===== src/rtl/ysyx_24100012_ifu_queue_if.sv =====
// Fetch-side bundle of the IFU queue: redirect, memory request/response and instruction output.
// The master modport is the IFU; the slave modport is its environment (memory plus consumer).
interface ysyx_24100012_ifu_queue_if #(
  parameter int unsigned ADDR_WIDTH = 32,
  parameter int unsigned DATA_WIDTH = 32
);
  logic                  redirect_valid;
  logic [ADDR_WIDTH-1:0] redirect_pc;
  logic                  req_valid;
  logic                  req_ready;
  logic [ADDR_WIDTH-1:0] req_addr;
  logic                  rsp_valid;
  logic [DATA_WIDTH-1:0] rsp_data;
  logic                  out_valid;
  logic                  out_ready;
  logic [DATA_WIDTH-1:0] out_inst;
  logic [ADDR_WIDTH-1:0] out_pc;
  logic                  halted;

  modport master (
    input  redirect_valid, redirect_pc, req_ready, rsp_valid, rsp_data, out_ready,
    output req_valid, req_addr, out_valid, out_inst, out_pc, halted
  );

  modport slave (
    output redirect_valid, redirect_pc, req_ready, rsp_valid, rsp_data, out_ready,
    input  req_valid, req_addr, out_valid, out_inst, out_pc, halted
  );
endinterface


===== src/rtl/ysyx_24100012_ifu_queue.sv =====
// Instruction fetch unit: one outstanding memory fetch at a time feeding a small {pc, inst} queue.
// Fetch stops once an ebreak is queued; popping it freezes the unit until reset.
module ysyx_24100012_ifu_queue #(
  parameter int unsigned           ADDR_WIDTH  = 32,
  parameter int unsigned           DATA_WIDTH  = 32,
  parameter logic [ADDR_WIDTH-1:0] ORIGIN_ADDR = 32'h80000000,
  parameter int unsigned           DEPTH       = 4,
  parameter int unsigned           WORD_SIZE   = 4
) (
  input logic                       clk,
  input logic                       rst,
  ysyx_24100012_ifu_queue_if.master io_bus
);
  localparam int unsigned PTR_W = $clog2(DEPTH);
  localparam int unsigned CNT_W = PTR_W + 1;
  localparam logic [DATA_WIDTH-1:0] EBREAK = DATA_WIDTH'(32'h00100073);

  localparam logic [1:0] S_IDLE  = 2'd0;
  localparam logic [1:0] S_WAIT  = 2'd1;
  localparam logic [1:0] S_DRAIN = 2'd2;
  localparam logic [1:0] S_HALT  = 2'd3;

  logic [1:0]            r_state;
  logic [ADDR_WIDTH-1:0] r_fetch_pc;
  logic [ADDR_WIDTH-1:0] r_req_pc;
  logic [CNT_W-1:0]      r_count;
  logic [PTR_W-1:0]      r_rptr;
  logic [PTR_W-1:0]      r_wptr;
  logic                  r_halt_pending;
  logic [DATA_WIDTH-1:0] r_inst [DEPTH];
  logic [ADDR_WIDTH-1:0] r_pc   [DEPTH];

  logic                  w_redirect;
  logic                  w_req_valid;
  logic                  w_req_fire;
  logic                  w_out_valid;
  logic                  w_push;
  logic                  w_pop;
  logic                  w_pop_ebreak;
  logic [DATA_WIDTH-1:0] w_head_inst;
  logic [1:0]            w_state_next;
  logic [CNT_W-1:0]      w_count_next;

  // HALT is terminal, so a redirect there must not disturb anything.
  assign w_redirect   = io_bus.redirect_valid && (r_state != S_HALT);
  assign w_req_valid  = (r_state == S_IDLE) && (r_count < CNT_W'(DEPTH)) && !r_halt_pending &&
                        !io_bus.redirect_valid;
  assign w_req_fire   = w_req_valid && io_bus.req_ready;
  assign w_out_valid  = (r_count != '0) && (r_state != S_HALT);
  assign w_push       = (r_state == S_WAIT) && io_bus.rsp_valid && !w_redirect;
  assign w_pop        = w_out_valid && io_bus.out_ready && !w_redirect;
  assign w_head_inst  = r_inst[r_rptr];
  assign w_pop_ebreak = w_pop && (w_head_inst == EBREAK);

  assign io_bus.req_valid = w_req_valid;
  assign io_bus.req_addr  = r_fetch_pc;
  assign io_bus.out_valid = w_out_valid;
  assign io_bus.out_inst  = w_head_inst;
  assign io_bus.out_pc    = r_pc[r_rptr];
  assign io_bus.halted    = (r_state == S_HALT);

  always_comb begin
    w_state_next = r_state;
    case (r_state)
      S_IDLE:  if (w_req_fire) w_state_next = S_WAIT;
      // A redirect racing the response simply drops it; otherwise the reply is still owed.
      S_WAIT: begin
        if (io_bus.rsp_valid)  w_state_next = S_IDLE;
        else if (w_redirect)   w_state_next = S_DRAIN;
      end
      S_DRAIN: if (io_bus.rsp_valid) w_state_next = S_IDLE;
      S_HALT:  w_state_next = S_HALT;
      default: w_state_next = S_IDLE;
    endcase
    if (w_pop_ebreak) w_state_next = S_HALT;
  end

  always_comb begin
    w_count_next = r_count;
    if (w_redirect) begin
      w_count_next = '0;
    end else begin
      case ({w_push, w_pop})
        2'b10:   w_count_next = r_count + CNT_W'(1);
        2'b01:   w_count_next = r_count - CNT_W'(1);
        default: w_count_next = r_count;
      endcase
    end
  end

  always_ff @(posedge clk) begin
    if (rst) begin
      r_state        <= S_IDLE;
      r_fetch_pc     <= ORIGIN_ADDR;
      r_req_pc       <= ORIGIN_ADDR;
      r_count        <= '0;
      r_rptr         <= '0;
      r_wptr         <= '0;
      r_halt_pending <= 1'b0;
    end else begin
      r_state <= w_state_next;
      r_count <= w_count_next;
      if (w_redirect) begin
        r_fetch_pc <= io_bus.redirect_pc;
      end else if (w_req_fire) begin
        r_fetch_pc <= r_fetch_pc + ADDR_WIDTH'(WORD_SIZE);
      end
      if (w_req_fire) r_req_pc <= r_fetch_pc;
      if (w_redirect) begin
        r_rptr <= '0;
        r_wptr <= '0;
      end else begin
        if (w_push) r_wptr <= r_wptr + PTR_W'(1);
        if (w_pop)  r_rptr <= r_rptr + PTR_W'(1);
      end
      if (w_redirect) begin
        r_halt_pending <= 1'b0;
      end else if (w_push && (io_bus.rsp_data == EBREAK)) begin
        r_halt_pending <= 1'b1;
      end
    end
  end

  always_ff @(posedge clk) begin
    if (w_push) begin
      r_inst[r_wptr] <= io_bus.rsp_data;
      r_pc[r_wptr]   <= r_req_pc;
    end
  end
endmodule


===== src/flat_wrapper.sv =====
// flat-port wrapper written by rule: the top's interface ports become plain ports
module ysyx_24100012_ifu_queue_flat 
#(
  parameter int unsigned           ADDR_WIDTH  = 32,
  parameter int unsigned           DATA_WIDTH  = 32,
  parameter logic [ADDR_WIDTH-1:0] ORIGIN_ADDR = 32'h80000000,
  parameter int unsigned           DEPTH       = 4,
  parameter int unsigned           WORD_SIZE   = 4
)
  (clk, rst, io_bus_redirect_valid, io_bus_redirect_pc, io_bus_req_ready, io_bus_rsp_valid, io_bus_rsp_data, io_bus_out_ready, io_bus_req_valid, io_bus_req_addr, io_bus_out_valid, io_bus_out_inst, io_bus_out_pc, io_bus_halted);
  ysyx_24100012_ifu_queue_if #(.ADDR_WIDTH(ADDR_WIDTH), .DATA_WIDTH(DATA_WIDTH)) io_bus_i ();
  input logic clk;
  input logic rst;
  input wire logic [$bits(io_bus_i.redirect_valid)-1:0] io_bus_redirect_valid;
  input wire logic [$bits(io_bus_i.redirect_pc)-1:0] io_bus_redirect_pc;
  input wire logic [$bits(io_bus_i.req_ready)-1:0] io_bus_req_ready;
  input wire logic [$bits(io_bus_i.rsp_valid)-1:0] io_bus_rsp_valid;
  input wire logic [$bits(io_bus_i.rsp_data)-1:0] io_bus_rsp_data;
  input wire logic [$bits(io_bus_i.out_ready)-1:0] io_bus_out_ready;
  output wire logic [$bits(io_bus_i.req_valid)-1:0] io_bus_req_valid;
  output wire logic [$bits(io_bus_i.req_addr)-1:0] io_bus_req_addr;
  output wire logic [$bits(io_bus_i.out_valid)-1:0] io_bus_out_valid;
  output wire logic [$bits(io_bus_i.out_inst)-1:0] io_bus_out_inst;
  output wire logic [$bits(io_bus_i.out_pc)-1:0] io_bus_out_pc;
  output wire logic [$bits(io_bus_i.halted)-1:0] io_bus_halted;
  assign io_bus_i.redirect_valid = io_bus_redirect_valid;
  assign io_bus_i.redirect_pc = io_bus_redirect_pc;
  assign io_bus_i.req_ready = io_bus_req_ready;
  assign io_bus_i.rsp_valid = io_bus_rsp_valid;
  assign io_bus_i.rsp_data = io_bus_rsp_data;
  assign io_bus_i.out_ready = io_bus_out_ready;
  assign io_bus_req_valid = io_bus_i.req_valid;
  assign io_bus_req_addr = io_bus_i.req_addr;
  assign io_bus_out_valid = io_bus_i.out_valid;
  assign io_bus_out_inst = io_bus_i.out_inst;
  assign io_bus_out_pc = io_bus_i.out_pc;
  assign io_bus_halted = io_bus_i.halted;
  ysyx_24100012_ifu_queue #(.ADDR_WIDTH(ADDR_WIDTH), .DATA_WIDTH(DATA_WIDTH), .ORIGIN_ADDR(ORIGIN_ADDR), .DEPTH(DEPTH), .WORD_SIZE(WORD_SIZE)) u_core (.clk(clk), .rst(rst), .io_bus(io_bus_i));
endmodule

===== config.mk =====
export PLATFORM = sky130hd
export DESIGN_NAME = ysyx_24100012_ifu_queue_flat
export DESIGN_NICKNAME = d
export VERILOG_FILES = /design/src/rtl/ysyx_24100012_ifu_queue_if.sv /design/src/rtl/ysyx_24100012_ifu_queue.sv /design/src/flat_wrapper.sv
export SDC_FILE = /design/constraint.sdc
export NUM_CORES = 1
export LEC_CHECK = 0
export BUFFER_PORTS_ARGS = -buffer_cell sky130_fd_sc_hd__buf_2
export CORE_MARGIN = 5
export CORE_UTILIZATION = 50
export DETAILED_ROUTE_END_ITERATION = 10
export PLACE_DENSITY = 0.76
export SYNTH_ARGS = -nofsm -noshare
export SYNTH_HDL_FRONTEND = slang
export SYNTH_SLANG_ARGS = --single-unit

===== constraint.sdc =====
create_clock -name clk -period 6.81 [get_ports clk]
set_clock_uncertainty 0.1 [all_clocks]
set_input_delay 1.362 -clock clk [delete_from_list [all_inputs] [get_ports clk]]
set_output_delay 1.362 -clock clk [all_outputs]
set_load 0.05 [all_outputs]

# After elaboration in Yosys (flattened, before gate mapping)
# Memories as Yosys holds them, arrays and structs flattened. A register that Yosys moved wholly into a read port is not among the register bits.
# Cells that the tools add are included.
# word_totals
regBits,74
mem_bits_rw,256
in_bits,70
out_inout_bits,99
n_memories,2
# classes
add_sub_neg,5
order_cmp,1
eq_ne,11
mux,15
reduce_logical,21
# memory_table
name,words,word_bits,rd,rd_clocked_by_memory_dff,write_ports,line_no,source
u_core.r_inst,4,32,1,1,1,ysyx_24100012_ifu_queue.sv:30,logic [DATA_WIDTH-1:0] r_inst [DEPTH];
u_core.r_pc,4,32,1,1,1,ysyx_24100012_ifu_queue.sv:31,logic [ADDR_WIDTH-1:0] r_pc [DEPTH];
# ops
cell,count
"== test 32 x 21 -> 1 bit, second input constant",2
2-to-1 mux 32 bit,2
"adder 32 x 3 -> 32 bit, second input constant",1
2-to-1 mux 2 bit,9
logical AND 1 bit,12
case mux 2 bit (4 select lines),1
"== test 2 bit, second input constant",3
case mux 3 bit (2 select lines),1
"adder 2 x 1 -> 2 bit, second input constant",2
"== test 2 x 1 -> 1 bit, second input constant",2
"inequality test 4 x 2 -> 1 bit, second input constant",1
nonzero test 2 bit,2
"adder 3 x 1 -> 3 bit, second input constant",1
logical NOT 1 bit,3
"less-than comparator 3 bit, second input constant",1
"inequality test 3 x 1 -> 1 bit, second input constant",1
"inequality test 3 x 2 -> 1 bit, second input constant",1
AND reduction 3 bit,1
nonzero test 3 bit,1
"subtractor 3 x 1 -> 3 bit, second input constant",1
logical NOT 2 bit,1
2-to-1 mux 1 bit,2
"inequality test 2 bit, second input constant",1
OR reduction 2 bit,1

# Longest topological paths before layout
# Gate-level depths: netlist of run 1.
# depth
word_depth,8
depth_mapped,11
ltp_nobuf,10

# Worst setup path before layout of run 1
# Ideal clock, no wire load.
# synth_path
path_type,input -> register
from,input port io_bus_redirect_valid
to,memory u_core.r_inst[0][0] (enable)
arrival_time_ns,3.337
required_ns,6.281
setup_slack_ns,2.945
cell_stages,4
n_path_buf,1
cell_sequence,nand2b_1 and3_1 clkbuf_1 and2_1
# synth_via
elab_chain_len,5
# synth_lines
element,line_no,source
start: declaration,flat_wrapper.sv:14,input wire logic [$bits(io_bus_i.redirect_valid)-1:0] io_bus_redirect_valid;
logical AND 1 bit,ysyx_24100012_ifu_queue.sv:45,assign w_redirect = io_bus.redirect_valid && (r_state != S_HALT);
logical NOT 1 bit,ysyx_24100012_ifu_queue.sv:50,assign w_push = (r_state == S_WAIT) && io_bus.rsp_valid && !w_redirect;
logical AND 1 bit,ysyx_24100012_ifu_queue.sv:50,
2-to-1 mux 1 bit,ysyx_24100012_ifu_queue.sv:125,if (w_push) begin
2-to-1 mux 1 bit (not written as such),ysyx_24100012_ifu_queue.sv:126,r_inst[r_wptr] <= io_bus.rsp_data;
end: declaration,ysyx_24100012_ifu_queue.sv:30,
# Every way passes these cells.

==> out/results.tsv, run 1 <==
metric	value	unit
Worst Hold Class	flop to flop	
part of the Yosys area used for sequential elements	71.2	%
CP max-delay cell	mux4_1	
WP buf/inv	2	
hold_buf cts	0	
GRT Overall Usage	19.5	%
Routability Congestion	0.837	
DRT Wirelength	28500	um
synthesized area per cell	16.5	sq um
core area	0.0253	sq mm
critical-path cell list	buf_4 > mux4_1 > buf_2	
setup TNS	0	ns
largest net degree at the start of global routing	69	
TritonRoute pass-1 iters	7	
Fin. Hold Viols	0	
Detail Route Antenna Nets	0	
num ports	169	
layout cells sized above 1	30.7	%
XOR/XNOR Fraction of Synth Area	1.83	%
area leader, netlist	edfxtp_1	
Root Buffer	clkbuf_16	
vias per cell	5.75	
final setup vio count	0	
port buffer count	168	
CTS tree	done	
arrival time of the worst setup path	2.92	ns
clk sink count	332	
critical path class	flop to primary output	
Most used DFF post-synth	edfxtp_1	
worst-path maximum fanout	36	
RSZ-0062 raised after global routing	no	
postcts setup bufs	0	
Post-Route Utilization	60.0	%
vias	7561	
synthesis-to-finish area growth	17.4	%
#FFs+latches synth	332	
Pleak	5.04	nW
adder-cell share of the synthesized area	1.12	%
initial antenna violation count	0	
post-CTS resize count	0	
total CTS buffers	34	
fillcell total	1840	
main combinational cell family by area after synthesis	multiplexers	
maximum VDD drop	0.149	mV
Max Cap Violations	0	
vias in the first global route	7624	
Synth Area in Compound Gates	3.98	%
total gr overflow	0	
# H-tree levels	2	
Synth cell types	50	
post-synthesis simple-gate area fraction	8.61	%
die footprint	0.0292	sq mm
Yosys top cell area share	59.4	%
drt wl/cell	21.7	um
Worst-Margin Slew	1.13	ns
register area	0.00921	sq mm
Final Max Slew Viols	0	
clock latency at the later pin of the worst-skew pair	0.53	ns
Cells after Synth	785	
number of flops mapped to enable cells by yosys	256	
area occupied by multi-input gates	0.00349	sq mm
CP Launch Type	flop	
chip width	171	um
post-synthesis mux area share	11.4	%
Initial Util	51.1	%
status	finished clean	
min Tclk post-route	4.38	ns
clk slew on worst S/H paths	0.06	ns
Post-DP HPWL	18500	um
DIE HEIGHT	171	um
CP endpoint kind	primary output	
crit share post-route	64.4	%
Synth area leaders	edfxtp_1 59%, dfxtp_1 12%, mux4_2 10%	
Power Dens Cells	291	mW/mm^2
Req. time, crit path	5.35	ns
Row Count	58	
DR iter-0 viols	672	
# DRC	0	
Yosys Warn Count	0	
Syn Std Cell Area	0.0129	sq mm
first-pass GRT wire length	43900	um
async set or reset register ratio after synthesis	0	%
crit-path leading delay family	buffers and inverters	
fmax	0.228	GHz
Longest Clk Path Bufs	3	
fin nets	1037	
syn nets	866	
Relative slew margins	24.7	%
Worst path max stage delay	0.72	ns
==> state kept, by name (all words and copies together) (netlist names), named ones only <==
name / flops
u_core.r_count: 3
u_core.r_state: 2
u_core.r_req_pc: 32
u_core.r_halt_pending: 1
u_core.r_inst: 128
u_core.r_pc: 128
u_core.io_bus.req_addr: 32
u_core.r_wptr: 2
u_core.r_rptr: 2
==> kinds of logic (layout without fill, tap and decap cells) <==
logic type	Yosys count	in the layout
other	0	2
and+or+nand+nor	211	211
adders and majority gates	11	11
AOI/OAI and AO/OA	85	85
buffers and inverters	54	251
xor gates and xnor gates	27	27
DFF	332	332
muxes	65	65
==> layout by cell type, fill, tap and decap left out, drive strengths merged, types with 7 or more instances in the layout <==
| cell | count |
|---|---|
| edfxtp | 256 |
| xnor2 | 20 |
| nand4 | 11 |
| or3 | 7 |
| nand2 | 79 |
| xor2 | 7 |
| nand3 | 13 |
| nor3 | 9 |
| nor4b | 7 |
| clkbuf | 45 |
| a211oi | 22 |
| nor4 | 17 |
| buf | 177 |
| nor2 | 41 |
| mux4 | 64 |
| ha | 10 |
| clkinv | 13 |
| and3 | 9 |
| dfxtp | 76 |
| inv | 12 |
| a21oi | 44 |
==> stage by stage <==
step                      cell area (sq um)  hold slack (ns)  worst slack (ns)  power, mW  std cells
final                                 15200            0.396              2.43       4.43       1314
after global routing                  15200            0.426              2.18       4.58       1312
after CTS                             15200            0.396              2.31       4.46       1312
after detailed placement              14100            0.385              2.24       2.64       1250
after global placement                14100            0.379              2.33       2.63       1250
after floorplan                       12900            0.360              2.94       2.53        785
==> where the power goes <==
part	switching, mW	total (mW)	internal (mW)
Clock	0.737	1.83	1.09
Sequential	0.0422	2.27	2.22
Combinational	0.239	0.332	0.0930
==> synth_stat cells (2+ instances only) <==
library cell,number
or4_1,2
dfxtp_1,76
xnor2_1,20
and2_1,5
nand4_1,9
mux4_2,59
o21ai_0,6
nor3_1,8
edfxtp_1,256
nor4_1,13
or3_1,7
a31oi_1,3
a21oi_1,44
buf_6,2
ha_1,10
nor4_2,3
buf_4,2
nor4bb_1,2
a211oi_1,22
and3_1,9
mux4_1,5
nand2_1,79
clkbuf_1,24
and4_1,3
nand3_1,12
a311oi_1,3
buf_1,6
nand2b_1,2
o21bai_1,3
buf_2,7
nor2_1,41
xor2_1,7
nor4b_1,5
inv_1,12
nor2b_1,3
==> layout make-up <==
cell class                 instances  area share, %
inverter                          12          0.296
tap                              330           2.72
sequential                       332           60.6
multi-input combinational        399           23.0
antenna                            2         0.0329
timing repair buffer             177           5.98
clock buffer                      45           6.21
clock inverter                    17           1.15
==> worst paths after layout <==
kind	start	endpoint	slack [ns]	cells after the start
worst max-delay path	flop	io_bus_out_inst[22]	2.43	3
worst min-delay path	u_core.io_bus.req_addr[0]	u_core.io_bus.req_addr[0]	0.40	2
worst max register to register	u_core.r_state[1]	u_core.r_pc[1][26]	3.00	5
worst min register to register	u_core.io_bus.req_addr[0]	u_core.io_bus.req_addr[0]	0.40	2
==> metal layers <==
layer  GRT usage [%]  vias up  share of wire (%)
met5               0        -                  0
met4            4.72        0                1.9
met3            4.78       43                8.7
met2            29.1      327                 45
met1            29.3     3795                 44
li1                -     3396                  -
==> tightest hold or removal path: stages, from the launching register on <==
cell     delay, ns
dfxtp_1       0.34
nand2_1       0.06
a21oi_1       0.05
Note: power is estimated with default switching activity, not from simulation.
==> run 2, diff against run 1 <==
- clock period: 6.81 -> 4.4 ns (I/O delays scaled with it)
==> run 2 against run 1 <==
Compared with the run above:
- routed wire length fell by 0.51%
- flip-flop and latch count unchanged
- worst hold slack got worse by 0.016 ns
- power is 54% higher
- final cell count grew 0.61%
- design area is 0.64% higher
- global-route usage decreased by 0.072 points
- via count rose by 0.44%
- die area stayed put
- sequential share of layout area fell by 0.39 points
- critical path type unchanged
- critical path depth stayed put
- utilization increased by 0.39 points
==> out/results.tsv, run 2 (synthesis results as in run 1) <==
metric	value	unit
status	finished clean	
initial antenna violation count	3	
fmax	0.287	GHz
RSZ-0062 raised after global routing	no	
fin nets	1046	
Req. time, crit path	3.42	ns
Largest regs	u_core.r_inst: 128 flops, u_core.r_pc: 128 flops	
commonest non-fill, non-tap cell in the layout	edfxtp_1	
placed inst area	0.0142	sq mm
Max Cap Violations	0	
post-CTS resize count	0	
Hold Crit Start	u_core.io_bus.req_addr[1]	
Relative slew margins	50.8	%
Final Max Slew Viols	0	
Finished Cell Area	0.0153	sq mm
most frequent cells in the layout	256 x edfxtp_1, 168 x buf_2, 79 x nand2_1	
DIE HEIGHT	171	um
CP Launch Type	flop	
# DRC	0	
core area	0.0253	sq mm
num ports	169	
layout cells sized above 1	32.1	%
Detail Route Antenna Nets	0	
min Tclk post-route	3.49	ns
clock latency at the later pin of the worst-skew pair	0.51	ns
Initial Util	51.1	%
final setup vio count	0	
setup TNS	0	ns
clk sink count	332	
worst r2r path cells	6	
Worst-Margin Slew	0.738	ns
TritonRoute pass-1 iters	5	
Fin. Hold Viols	0	
Routability Congestion	0.820	
arrival time of the worst setup path	2.51	ns
Worst Hold Class	flop to flop	
hold slack	0.380	ns
postcts setup bufs	0	
Row Count	58	
# H-tree levels	2	
hold endpoint	u_core.r_req_pc[1]	
Pleak	5.10	nW
die footprint	0.0292	sq mm
Longest Clk Path Bufs	3	
Post-DP HPWL	18600	um
vias	7594	
WHS Path Cells	2	
Root Buffer	clkbuf_16	
critical path class	flop to primary output	
crit share post-route	79.2	%
total CTS buffers	34	
worst-path maximum fanout	29	
GRT Overall Usage	19.4	%
CP endpoint kind	primary output	
setup slack, reg-to-reg	1.58	ns
r2r endpoint	u_core.r_state[1]	
Power Dens Cells	447	mW/mm^2
chip width	171	um
vias per cell	5.74	
CTS tree	done	
synthesis-to-finish area growth	18.2	%
maximum VDD drop	0.271	mV
vias in the first global route	7699	
first-pass GRT wire length	43600	um
drt wl/cell	21.5	um
clk slew on worst S/H paths	0.06	ns
total gr overflow	0	
largest net degree at the start of global routing	57	
DRT Wirelength	28400	um
hold_buf cts	0	
port buffer count	168	
DR iter-0 viols	748	
Post-Route Utilization	60.4	%
[run 2: worst max-delay path by stage]
| stage | from | to | cells after the start | slack, ns |
|---|---|---|---|---|
| CTS | flop | io_bus_out_inst[25] | 3 | 0.83 |
| detailed placement | io_bus_redirect_valid | u_core.r_count[2] | 8 | 1.24 |
| finish | flop | io_bus_out_inst[25] | 3 | 0.91 |
| global route | flop | io_bus_out_inst[25] | 3 | 0.73 |
| global placement | io_bus_redirect_valid | u_core.r_count[2] | 8 | 1.33 |
| floorplan | u_core.r_state[1] | u_core.r_inst[0][0] | 5 | 0.89 |
[run 2: routing by layer]
layer,vias to the layer above,track usage (%),part of all wire [%]
met3,38,5.59,9.1
met1,3804,26.6,42
met4,4,4.06,1.4
met5,-,0,0.081
met2,329,31.6,48
li1,3419,-,-
[run 2: critical path, stage by stage (launching register included)]
cell	delay (ns)
dfxtp_4	0.72
buf_4	0.43
mux4_2	0.60
buf_2	0.24
[run 2: through the flow]
stage | power (mW) | instances | setup slack (ns)
after floorplan | 3.91 | 785 | 0.886
after global placement | 4.08 | 1259 | 1.33
after detailed placement | 4.09 | 1259 | 1.24
after CTS | 6.90 | 1320 | 0.832
after global routing | 7.08 | 1321 | 0.727
final | 6.83 | 1322 | 0.914
[run 2: cell type report]
class,count,area [sq um]
fillers,1889,10000
diodes,2,5.00
multi-input cells,399,3490
well taps,330,413
flip-flops and latches,332,9210
clock buffers,43,946
clock inverters,18,165
inverters,12,45.0
repair buffers,186,1010
[run 2: where the power goes]
part,switching (mW),internal [mW],leakage [nW]
sequential,0.0621,3.44,2.89
clock,1.16,1.66,0.551
combinational,0.370,0.148,1.66
total,1.59,5.24,5.10
==> run 3, diff against run 2 <==
- clock period: 4.4 -> 3.4 ns (I/O delays scaled with it)
==> run 3 against run 2 <==
Compared with the run above:
- combinational power up 31%
- sequential power grew 29%
- power grew 32%
- die area unchanged
- first-iteration DRC count shrank 19%
- design area is 1.0% higher
- critical path depth unchanged
- flip-flop and latch count is the same
- utilization increased by 0.61 points
==> out/results.tsv, run 3 (synthesis results as in run 1) <==
metric	value	unit
status	finished clean	
crit-path leading delay family	flip-flops	
DRT Wirelength	28000	um
Final Max Slew Viols	0	
initial antenna violation count	1	
Inst Count DP	1264	
DR iter-0 viols	603	
vias	7560	
CP Launch Type	flop	
Post-DP HPWL	18100	um
Routability Congestion	0.819	
Req. time, crit path	2.62	ns
core area	0.0253	sq mm
Initial Util	51.1	%
DIE HEIGHT	171	um
Relative slew margins	49.9	%
Worst Hold Class	input pin to flop	
crit share post-route	93.3	%
fin nets	1052	
worst r2r path cells	8	
clock latency at the later pin of the worst-skew pair	0.51	ns
CTS tree	done	
CP max-delay cell	dfxtp_4	
vias per cell	5.70	
Worst path max stage delay	0.70	ns
num ports	169	
total CTS buffers	35	
antenna cells	0	
total gr overflow	0	
largest net degree at the start of global routing	57	
hold endpoint	u_core.r_inst[3][3]	
Non-Filler Instances	1326	
# DRC	0	
hold_buf cts	0	
clk slew on worst S/H paths	0.06	ns
Fin. Hold Viols	0	
die footprint	0.0292	sq mm
WP buf/inv	2	
Hold Crit Start	io_bus_rsp_data[3]	
Row Count	58	
Power Dens Cells	586	mW/mm^2
WHS Path Cells	1	
vias in the first global route	7667	
chip width	171	um
hold slack	0.294	ns
Worst-Margin Slew	0.741	ns
clk sink count	332	
fmax	0.315	GHz
Root Buffer	clkbuf_16	
setup slack, reg-to-reg	0.61	ns
Largest regs	u_core.r_inst: 128 flops, u_core.r_pc: 128 flops	
CP endpoint kind	primary output	
setup TNS	0	ns
maximum VDD drop	0.433	mV
port buffer count	168	
critical-path cell list	buf_4 > mux4_2 > buf_2	
drt wl/cell	21.1	um
Detail Route Antenna Nets	0	
arrival time of the worst setup path	2.39	ns
Longest Clk Path Bufs	3	
first-pass GRT wire length	43600	um
post-CTS resize count	0	
r2r startpoint	u_core.r_state[0]	
worst-path maximum fanout	27	
Pleak	5.16	nW
layout cells sized above 1	32.2	%
most frequent cells in the layout	256 x edfxtp_1, 168 x buf_2, 79 x nand2_1	
final setup vio count	0	
critical path class	flop to primary output	
TritonRoute pass-1 iters	5	
Max Cap Violations	0	
r2r endpoint	u_core.r_count[2]	
min Tclk post-route	3.17	ns
postcts setup bufs	0	
synthesis-to-finish area growth	19.4	%
# H-tree levels	2	
RSZ-0062 raised after global routing	no	
GRT Overall Usage	19.3	%
commonest non-fill, non-tap cell in the layout	edfxtp_1	
run 3: cell count changes in the layout (fill, tap and decap cells not counted), sizes merged:
cell    before  now
diode        2    0
buf        186  191
bufinv       2    3
inv         15   13
clkbuf      43   45
run 3: how the worst max path moves through the flow:
stage                                startpoint             endpoint  slack [ns]  depth (start not counted)
final                                      flop    io_bus_out_pc[25]        0.23                          3
after CTS                                  flop    io_bus_out_pc[25]        0.14                          3
after global routing                       flop    io_bus_out_pc[25]        0.06                          3
after floorplan               u_core.r_state[1]  u_core.r_inst[0][0]        0.58                          5
after detailed placement  io_bus_redirect_valid    u_core.r_count[2]        0.46                          8
after global placement    io_bus_redirect_valid    u_core.r_count[2]        0.52                          8
run 3: worst reg2reg max path, delay by kind of cell (launching register included):
family | cells | cell delay (ns)
adder cells (fa/ha/maj) | 3 | 0.94
AND/OR/NAND/NOR | 2 | 1.00
XOR/XNOR | 1 | 0.15
buffers and inverters | 1 | 0.06
AO/OA/AOI/OAI | 1 | 0.14
flip-flops | 1 | 0.33
run 3: where the power goes:
group / switching [mW] / leakage (nW) / internal (mW) / total (mW)
combinational: 0.482 / 1.70 / 0.196 / 0.678
clock: 1.52 / 0.577 / 2.32 / 3.84
sequential: 0.0804 / 2.89 / 4.45 / 4.53
total: 2.09 / 5.16 / 6.96 / 9.05
run 3: area by class of cell:
type / instances / area, sq um
Clock buffer: 45 / 997
Clock inverter: 17 / 186
Fill cell: 1859 / 9880
Inverter: 12 / 45.0
Multi-Input combinational cell: 399 / 3490
Sequential cell: 332 / 9210
Tap cell: 330 / 413
Timing Repair Buffer: 191 / 1100
run 3: per-layer routing:
| metal | up-vias | GRT usage [%] | part of all wire [%] |
|---|---|---|---|
| met5 | - | 0 | 0.046 |
| met4 | 2 | 4.44 | 1.4 |
| met3 | 30 | 4.78 | 8.6 |
| met2 | 308 | 30.8 | 47 |
| met1 | 3787 | 27.5 | 42 |
| li1 | 3433 | - | - |
run 3: stage by stage:
| stage | area (sq um) | setup slack [ns] | power (mW) | util [%] |
|---|---|---|---|---|
| 2_1_floorplan | 12900 | 0.581 | 5.06 | - |
| 3_3_place_gp | 14300 | 0.515 | 5.28 | 56.3 |
| 3_5_place_dp | 14300 | 0.456 | 5.30 | 56.3 |
| 4_1_cts | 15400 | 0.142 | 9.13 | 61.0 |
| 5_1_grt | 15400 | 0.0564 | 9.38 | 61.0 |
| 6_report | 15400 | 0.227 | 9.05 | 61.0 |
